[src/rtl/types_pkg.sv]
// Shared RV32I types: opcodes, funct fields, immediate bit positions and the
// instruction-memory loader state encoding.
package types_pkg;

    localparam int ADDR_WIDTH = 9;
    localparam int XLEN       = 32;

    typedef logic [XLEN-1:0]        word_t;
    typedef logic signed [XLEN-1:0] signed_word_t;
    typedef logic [4:0]             reg_addr_t;

    typedef enum logic [6:0] {
        OP_I_LOAD    = 7'h03,
        OP_I_ARITH   = 7'h13,
        OP_S_TYPE    = 7'h23,
        OP_R_TYPE    = 7'h33,
        OP_RV64_TYPE = 7'h3B,
        OP_B_TYPE    = 7'h63,
        OP_J_TYPE    = 7'h6F
    } opcode_e;

    typedef enum logic [2:0] {
        F3_ADD_SUB = 3'd0,
        F3_SLL     = 3'd1,
        F3_SLT     = 3'd2,
        F3_SLTU    = 3'd3,
        F3_XOR     = 3'd4,
        F3_SRL_SRA = 3'd5,
        F3_OR      = 3'd6,
        F3_AND     = 3'd7
    } funct3_e;

    typedef enum logic [6:0] {
        F7_BASE = 7'h00,
        F7_ALT  = 7'h20
    } funct7_e;

    // Immediate bit positions shared with the decoder's field slicing.
    localparam int IMM_I_MSB     = 11;
    localparam int IMM_SHAMT_MSB = 4;
    localparam int IMM_S_LO_MSB  = 4;
    localparam int IMM_S_HI_LSB  = 5;
    localparam int IMM_B_SIGN    = 12;
    localparam int IMM_B_BIT11   = 11;
    localparam int IMM_B_MID_MSB = 10;
    localparam int IMM_B_MID_LSB = 5;
    localparam int IMM_B_LO_MSB  = 4;
    localparam int IMM_J_SIGN    = 20;
    localparam int IMM_J_HI_MSB  = 19;
    localparam int IMM_J_HI_LSB  = 12;
    localparam int IMM_J_BIT11   = 11;
    localparam int IMM_J_LO_MSB  = 10;

    typedef enum logic [2:0] {
        LDR_IDLE  = 3'd0,
        LDR_LOAD  = 3'd1,
        LDR_WRITE = 3'd2,
        LDR_DONE  = 3'd3,
        LDR_FULL  = 3'd4
    } loader_state_e;

endpackage

[src/rtl/rv32i_instr_encoder.sv]
// Combinational RV32I field packer (R/I/S/B/J), the inverse of the decoder's
// field slicing. Flags any opcode outside the supported RV32I subset.
module rv32i_instr_encoder
    import types_pkg::*;
(
    input  logic [6:0]   op,
    input  logic [2:0]   funct3,
    input  logic [6:0]   funct7,
    input  reg_addr_t    rd,
    input  reg_addr_t    rs1,
    input  reg_addr_t    rs2,
    input  signed_word_t imm,
    output word_t        word,
    output logic         illegal
);

    always_comb begin
        word    = '0;
        illegal = 1'b0;
        case (op)
            OP_R_TYPE: begin
                word = {funct7, rs2, rs1, funct3, rd, op};
            end
            OP_I_LOAD: begin
                word = {imm[IMM_I_MSB:0], rs1, funct3, rd, op};
            end
            OP_I_ARITH: begin
                // Shift-immediates carry funct7 in the upper bits to select SRL/SRA.
                if (funct3 == F3_SLL || funct3 == F3_SRL_SRA) begin
                    word = {funct7, imm[IMM_SHAMT_MSB:0], rs1, funct3, rd, op};
                end else begin
                    word = {imm[IMM_I_MSB:0], rs1, funct3, rd, op};
                end
            end
            OP_S_TYPE: begin
                word = {imm[IMM_I_MSB:IMM_S_HI_LSB], rs2, rs1, funct3,
                        imm[IMM_S_LO_MSB:0], op};
            end
            OP_B_TYPE: begin
                word = {imm[IMM_B_SIGN], imm[IMM_B_MID_MSB:IMM_B_MID_LSB], rs2, rs1,
                        funct3, imm[IMM_B_LO_MSB:1], imm[IMM_B_BIT11], op};
            end
            OP_J_TYPE: begin
                word = {imm[IMM_J_SIGN], imm[IMM_J_LO_MSB:1], imm[IMM_J_BIT11],
                        imm[IMM_J_HI_MSB:IMM_J_HI_LSB], rd, op};
            end
            default: begin
                illegal = 1'b1;
            end
        endcase
    end

endmodule

[src/rtl/instr_mem_loader.sv]
// Packs instruction field bundles into RV32I words and writes them to sequential
// instruction-memory addresses. Optional XOR checksum: INSTR_LOADER_CHECKSUM_EN.
//
// Stream handshake: a bundle transfers on a rising edge where in_valid && in_ready;
// in_valid may be held without ready, and in_ready is high only in LOAD.
module instr_mem_loader
    import types_pkg::*;
#(
    parameter int ADDR_W = ADDR_WIDTH,
    parameter int DEPTH  = 2**ADDR_W
) (
    input  logic              clk,
    input  logic              rst_n,
    input  logic              start,
    input  logic              in_valid,
    output logic              in_ready,
    input  logic              in_last,
    input  logic [6:0]        in_op,
    input  logic [4:0]        in_rd,
    input  logic [4:0]        in_rs1,
    input  logic [4:0]        in_rs2,
    input  logic [2:0]        in_funct3,
    input  logic [6:0]        in_funct7,
    input  logic [31:0]       in_imm,
    output logic              imem_we,
    output logic [ADDR_W-1:0] imem_addr,
    output logic [31:0]       imem_wdata,
    output logic [ADDR_W:0]   count,
    output logic              done,
    output logic              err,
    output loader_state_e     state_dbg
`ifdef INSTR_LOADER_CHECKSUM_EN
    ,
    output logic [31:0]       checksum
`endif
);

    localparam logic [ADDR_W-1:0] LAST_ADDR = ADDR_W'(DEPTH - 1);

    loader_state_e state;
    logic          last_q;
    word_t         enc_word;
    logic          enc_illegal;

    rv32i_instr_encoder u_encoder (
        .op      (in_op),
        .funct3  (in_funct3),
        .funct7  (in_funct7),
        .rd      (in_rd),
        .rs1     (in_rs1),
        .rs2     (in_rs2),
        .imm     (in_imm),
        .word    (enc_word),
        .illegal (enc_illegal)
    );

    assign state_dbg = state;

    always_ff @(posedge clk or negedge rst_n) begin
        if (!rst_n) begin
            state      <= LDR_IDLE;
            in_ready   <= 1'b0;
            imem_we    <= 1'b0;
            imem_addr  <= '0;
            imem_wdata <= '0;
            count      <= '0;
            done       <= 1'b0;
            err        <= 1'b0;
            last_q     <= 1'b0;
`ifdef INSTR_LOADER_CHECKSUM_EN
            checksum   <= '0;
`endif
        end else if (start) begin
            // start wins over any handshake and cancels a pending write.
            state      <= LDR_LOAD;
            in_ready   <= 1'b1;
            imem_we    <= 1'b0;
            imem_addr  <= '0;
            imem_wdata <= '0;
            count      <= '0;
            done       <= 1'b0;
            err        <= 1'b0;
            last_q     <= 1'b0;
`ifdef INSTR_LOADER_CHECKSUM_EN
            checksum   <= '0;
`endif
        end else begin
            case (state)
                LDR_IDLE: begin
                    in_ready <= 1'b0;
                end
                LDR_LOAD: begin
                    if (in_valid && in_ready) begin
                        if (enc_illegal) begin
                            // Illegal bundles are swallowed; only in_last can end the load.
                            err <= 1'b1;
                            if (in_last) begin
                                state    <= LDR_DONE;
                                in_ready <= 1'b0;
                                done     <= 1'b1;
                            end
                        end else begin
                            imem_wdata <= enc_word;
                            last_q     <= in_last;
                            imem_we    <= 1'b1;
                            in_ready   <= 1'b0;
                            state      <= LDR_WRITE;
                        end
                    end
                end
                LDR_WRITE: begin
                    imem_we   <= 1'b0;
                    imem_addr <= imem_addr + ADDR_W'(1);
                    count     <= count + (ADDR_W+1)'(1);
`ifdef INSTR_LOADER_CHECKSUM_EN
                    checksum  <= checksum ^ imem_wdata;
`endif
                    if (last_q) begin
                        state <= LDR_DONE;
                        done  <= 1'b1;
                    end else if (imem_addr == LAST_ADDR) begin
                        state <= LDR_FULL;
                        done  <= 1'b1;
                    end else begin
                        state    <= LDR_LOAD;
                        in_ready <= 1'b1;
                    end
                end
                LDR_DONE, LDR_FULL: begin
                    in_ready <= 1'b0;
                    done     <= 1'b1;
                end
                default: begin
                    state    <= LDR_IDLE;
                    in_ready <= 1'b0;
                    imem_we  <= 1'b0;
                end
            endcase
        end
    end

endmodule

[config.mk]
export PLATFORM = sky130hd
export DESIGN_NAME = instr_mem_loader
export DESIGN_NICKNAME = d
export VERILOG_FILES = /design/src/rtl/types_pkg.sv /design/src/rtl/rv32i_instr_encoder.sv /design/src/rtl/instr_mem_loader.sv
export SDC_FILE = /design/constraint.sdc
export NUM_CORES = 1
export LEC_CHECK = 0
export CAP_MARGIN = 20
export CORE_MARGIN = 5
export CORE_UTILIZATION = 40
export CTS_CLUSTER_SIZE = 28
export DETAILED_ROUTE_END_ITERATION = 7
export PLACE_DENSITY = 0.76
export SYNTH_ARGS = -nofsm -noshare
export SYNTH_HDL_FRONTEND = slang
export SYNTH_SLANG_ARGS = --single-unit
[constraint.sdc]
create_clock -name clk -period 2.2 [get_ports clk]
set_input_delay 0.44 -clock clk [delete_from_list [all_inputs] [get_ports clk]]
set_output_delay 0.44 -clock clk [all_outputs]
set_load 0.01 [all_outputs]
# Word-level counts from Yosys, hierarchy flattened
# Index checks and enable logic that the tools add are counted.
[classes]
n_addsub = 2
n_eq_ne = 23
n_mux = 43
reduce_logical = 17
[op_table]
columns = ["operator", "count"]
rows = [
  ["$pmux W32 S6", 1],
  ["$mux W32", 5],
  ["$mux W1", 23],
  ["$mux W10", 2],
  ["$mux W3", 6],
  ["$mux W9", 2],
  ["$ne A3 B3 Y1 const B", 6],
  ["$eq A7 B6 Y1 const B", 2],
  ["$eq A7 B7 Y1 const B", 2],
  ["$reduce_and A3 Y1", 4],
  ["$add A10 B1 Y10 const B", 1],
  ["$add A9 B1 Y9 const B", 1],
  ["$eq A9 B9 Y1 const B", 1],
  ["$pmux W3 S3", 1],
  ["$ne A4 B4 Y1 const B", 2],
  ["$reduce_bool A2 Y1", 4],
  ["$eq A7 B2 Y1 const B", 1],
  ["$eq A7 B5 Y1 const B", 1],
  ["$eq A3 B1 Y1 const B", 2],
  ["$eq A3 B2 Y1 const B", 2],
  ["$eq A3 B3 Y1 const B", 2],
  ["$reduce_or A6 Y1", 1],
  ["$reduce_and A5 Y1", 1],
  ["$ne A2 B1 Y1 const B", 2],
  ["other kinds (9)", 10],
]
[totals]
reg_bits = 59
inputBits = 69
out_inout_bits = 58
word_cells = 94

# Logic depth before layout (Yosys ltp)
[depth]
word_depth = 8
mapped_depth = 9
mapped_depth_nobuf = 9

# Cells and area by module
# From an unflattened synthesis, not the netlist that was laid out.
[hier_totals]
cells_unflattened = 358
hier_area_um2 = 3164.3
[by_module_without_submodules]
columns = ["mod", "n_inst", "cells_per_inst", "area_per_inst_um2", "seq_area_each_um2"]
rows = [
  ["instr_mem_loader", 1, 291, 2692.6, 1476.4],
  ["rv32i_instr_encoder", 1, 67, 471.7, 0.0],
]

# Worst setup path before layout
# No wires, ideal clock.
[synth_path]
kind = "register to register"
startpoint = "reg state[2], in the netlist state_dbg[2]"
endpoint = "reg imem_wdata[12]"
arrival_ns = 1.917
required_ns = 2.134
path_slack_ns = 0.217
path_stages_with_launch = 8
synth_period_minus_slack_ns = 1.983
path_cell_list = "dfrtp_1 buf_6 or3b_1 buf_2 or3_4 a211oi_4 a22oi_1 nand2_1"
[synth_between]
elab_chain_cells = 3
[synth_lines]
columns = ["element", "line_no", "text"]
rows = [
  ["from (decl)", "instr_mem_loader.sv:40", "loader_state_e state;"],
  ["from (signal assigned)", "instr_mem_loader.sv:61", "state <= LDR_IDLE;"],
  ["from (signal assigned)", "instr_mem_loader.sv:75", "state <= LDR_LOAD;"],
  ["from (signal assigned)", "instr_mem_loader.sv:98", "state <= LDR_DONE;"],
  ["$eq A3 B1 Y1", "instr_mem_loader.sv:88", "case (state)"],
  ["$reduce_bool A2 Y1 (no line)", "-", ""],
  ["$reduce_and A3 Y1 (no line)", "-", ""],
  ["to (signal assigned)", "instr_mem_loader.sv:103", "imem_wdata <= enc_word;"],
  ["to (decl)", "instr_mem_loader.sv:27", "output logic [31:0] imem_wdata,"],
]
# No other way between the ends.
# A chain may end at the register's enable or synchronous reset.

# Worst setup path after layout
[layout_path]
startpoint = "reg state[2], in the netlist state_dbg[2]"
endpoint = "reg imem_wdata[18]"
# The elaborated chain is that of the path after synthesis.

==> flow_metrics.py <==
metrics = {
    "run_status": {
        "status": "finished, final reports clean",
    },
    "layout": {
        "utilization_pct": 63.35,
        "nets": 512,
        "area_growth_pct": 56.33,
        "mostFrequentLayoutCells": "clkdlybuf4s50_1 (114), dfrtp_1 (59), nand2_1 (45)",
        "drive_above_1_share_pct": 11.91,
        "num_antenna_cells": 0,
        "final_common_cell": "clkdlybuf4s50_1",
    },
    "yosys": {
        "synth_fp_nets": 372,
        "post-synth-top-area-cell": "dfrtp_1",
        "syn_area_um2": 2908,
        "synth_ff_type": "dfrtp_1",
        "syn_area_per_cell_um2": 9.693,
        "yosys_register_bits": 59,
        "synth_edf_count": 0,
        "ys_types": 49,
        "yosys_warnings": 0,
        "synth-async-reset-ratio_pct": 100.0,
        "synth_top_area_share_pct": 50.77,
        "synthCells": 300,
        "synthTopCellsByArea": "dfrtp_1 (51%), nand2_1 (5.8%), a22oi_1 (4.6%)",
        "yosysSeqAreaShare_pct": 50.77,
    },
    "critical_path": {
        "crit_slowest_cell": "or3b_1",
        "crit_path_start_kind": "flop",
        "path_cells": "or3b_1, or3_4, a211oi_4, a22oi_1, nand2_1",
        "worstPathBufferInverterCount": 0,
        "required_ns": 2.46,
        "critPathMaxStageDelay_ns": 0.50,
        "reg2reg_depth": 5,
        "crit_family": "simple AND/OR/NAND/NOR gates",
        "critical_path.max_fanout": 8,
        "endpoint_kind": "flop",
        "worstSetupPathType": "flop to flop",
        "cp.depth": 5,
        "crit_arrival_ns": 2.31,
    },
    "placed_design": {
        "gp_congestion": 0.7990,
        "port_buffers": 115,
        "hpwl_um": 6341,
    },
    "sta": {
        "hold_viol": 0,
        "slew_headroom_pct": 69.76,
        "fin_worst_skew_ns": 0.009190,
        "fmax_ghz": 0.4885,
        "worstMarginPinSlew_ns": 0.4522,
        "fin_worst_hold_slack_ns": 0.04768,
        "setup_viol": 0,
        "rsz0062_at_grt": "no",
        "fin_crit_sh_pct": 93.04,
        "period_needed_ns": 2.047,
        "maxSlewViolCount": 0,
    },
    "route": {
        "ant_nets": 0,
        "avgViaCountPerCell": 5.125,
        "drt-wirelength-per-cell_um": 15.63,
        "post-route-drc-count": 0,
        "num_vias": 2788,
        "drt_wl_total_um": 8501,
        "drt_iter0_drc": 99,
        "dr.pass1.iters": 4,
    },
    "floorplanning": {
        "rows": 31,
        "die_h_um": 95.26,
        "ios": 127,
        "start_util_pct": 40.52,
        "core_um2": 7176,
        "dieWidth_um": 95.26,
        "die_area_um2": 9074,
    },
    "power": {
        "max-vdd-ir-drop_mv": 0.3638,
        "p_leak_nw": 1.962,
        "p_per_area_nw_per_um2": 546.6,
    },
    "clock_network": {
        "cts_num_sinks": 59,
        "path_clk_slew_ns": 0.06,
        "cts-buffers-inserted": 9,
        "htreeDepth": 3,
        "post_cts_buffers": 0,
        "ctsResizeCount": 0,
        "holdBufCountCts": 0,
        "clk-insertion-delay-late_ns": 0.33,
        "clock_path_buffers": 2,
        "clockRootBuffer": "clkbuf_8",
        "cts_tree": "built",
    },
    "global_routing": {
        "antenna_found_initial": 0,
        "grt_usage_pct": 19.43,
        "grt_first_pass_wirelength_um": 13570,
        "grt-ovfl-total": 0,
        "first_global_vias": 2847,
        "grt_max_degree": 30,
    },
    "worst_hold_path": {
        "min_path_type": "input pin to async pin",
    },
    "run": {
        "max-cap-violations": 0,
    },
}
## synth_stat cells (2+ instances only)
cell,count
a211oi_1,3
a21o_1,4
a21oi_1,11
a221o_1,6
a22oi_1,18
and2_0,6
and2_1,2
and3_1,4
buf_1,2
buf_2,5
clkbuf_1,5
dfrtp_1,59
ha_1,3
inv_1,6
mux2_2,2
mux2i_1,4
nand2_1,45
nand2b_1,3
nand3_1,9
nand4_1,3
nor2_1,30
nor2b_1,2
nor3_1,7
o21ai_0,17
o21ai_1,5
or2_2,2
or3_1,2
xnor2_1,3
xor2_1,12
## worst paths after layout
kind	slack, ns	start	end
worst max register to register	0.15	state_dbg[2]	imem_wdata[18]
worst min register to register	0.47	imem_wdata[18]	imem_wdata[18]
worst min-delay path	0.05	rst_n	imem_wdata[17]
min in group clk	0.47	imem_wdata[18]	imem_wdata[18]
worst max-delay path	0.15	state_dbg[2]	imem_wdata[18]
max in group asynchronous	1.49	rst_n	count[8]
## power by group
group	leakage [nW]	switching, mW	internal [mW]	total [mW]
combinational	1.05	0.159	0.186	0.345
sequential	0.813	0.0113	1.10	1.11
clock	0.104	0.408	0.618	1.03
total	1.96	0.579	1.91	2.48
## metrics by stage
step           setup TNS (ns)  power [mW]  setup slack, ns  std cells  area (µm²)
5_1_grt                     0       2.606          0.05856        544        4546
4_1_cts                     0       2.518           0.1356        544        4546
3_3_place_gp          -0.3357       1.473         -0.05101        528        4339
6_report                    0       2.485           0.1530        544        4546
3_5_place_dp           -1.129       1.479          -0.1081        528        4339
2_1_floorplan               0       1.256           0.2166        300        2908
## cell families after synthesis
group                    share of synthesized area, %
AO/OA/AOI/OAI                                   18.07
XOR/XNOR                                        4.518
adder cells (fa/ha/maj)                         1.291
buffers and inverters                           3.184
flip-flops                                      50.77
multiplexers                                    2.151
AND/OR/NAND/NOR                                 20.01
## registers in the layout (all words and copies together), names as in the netlist
name        cells
imem_we         1
done            1
state_dbg       3
imem_addr       9
last_q          1
err             1
count          10
in_ready        1
imem_wdata     32
## area by class of cell
cell class / instances / area (µm²)
clock buffer: 15 / 176.4
fill: 604 / 2630
sequential: 59 / 1476
tap: 99 / 123.9
multi-input combinational: 221 / 1348
inverter: 6 / 22.52
timing repair buffer: 143 / 1369
clock inverter: 1 / 30.03
## per-layer routing
layer | wire (µm) | global-route usage (%)
met1 | 3710 | 24.45
met2 | 3986 | 31.31
met3 | 758 | 6.946
met4 | 45 | 5.889
met5 | 0 | 0
(Power assumes the default switching activity.)
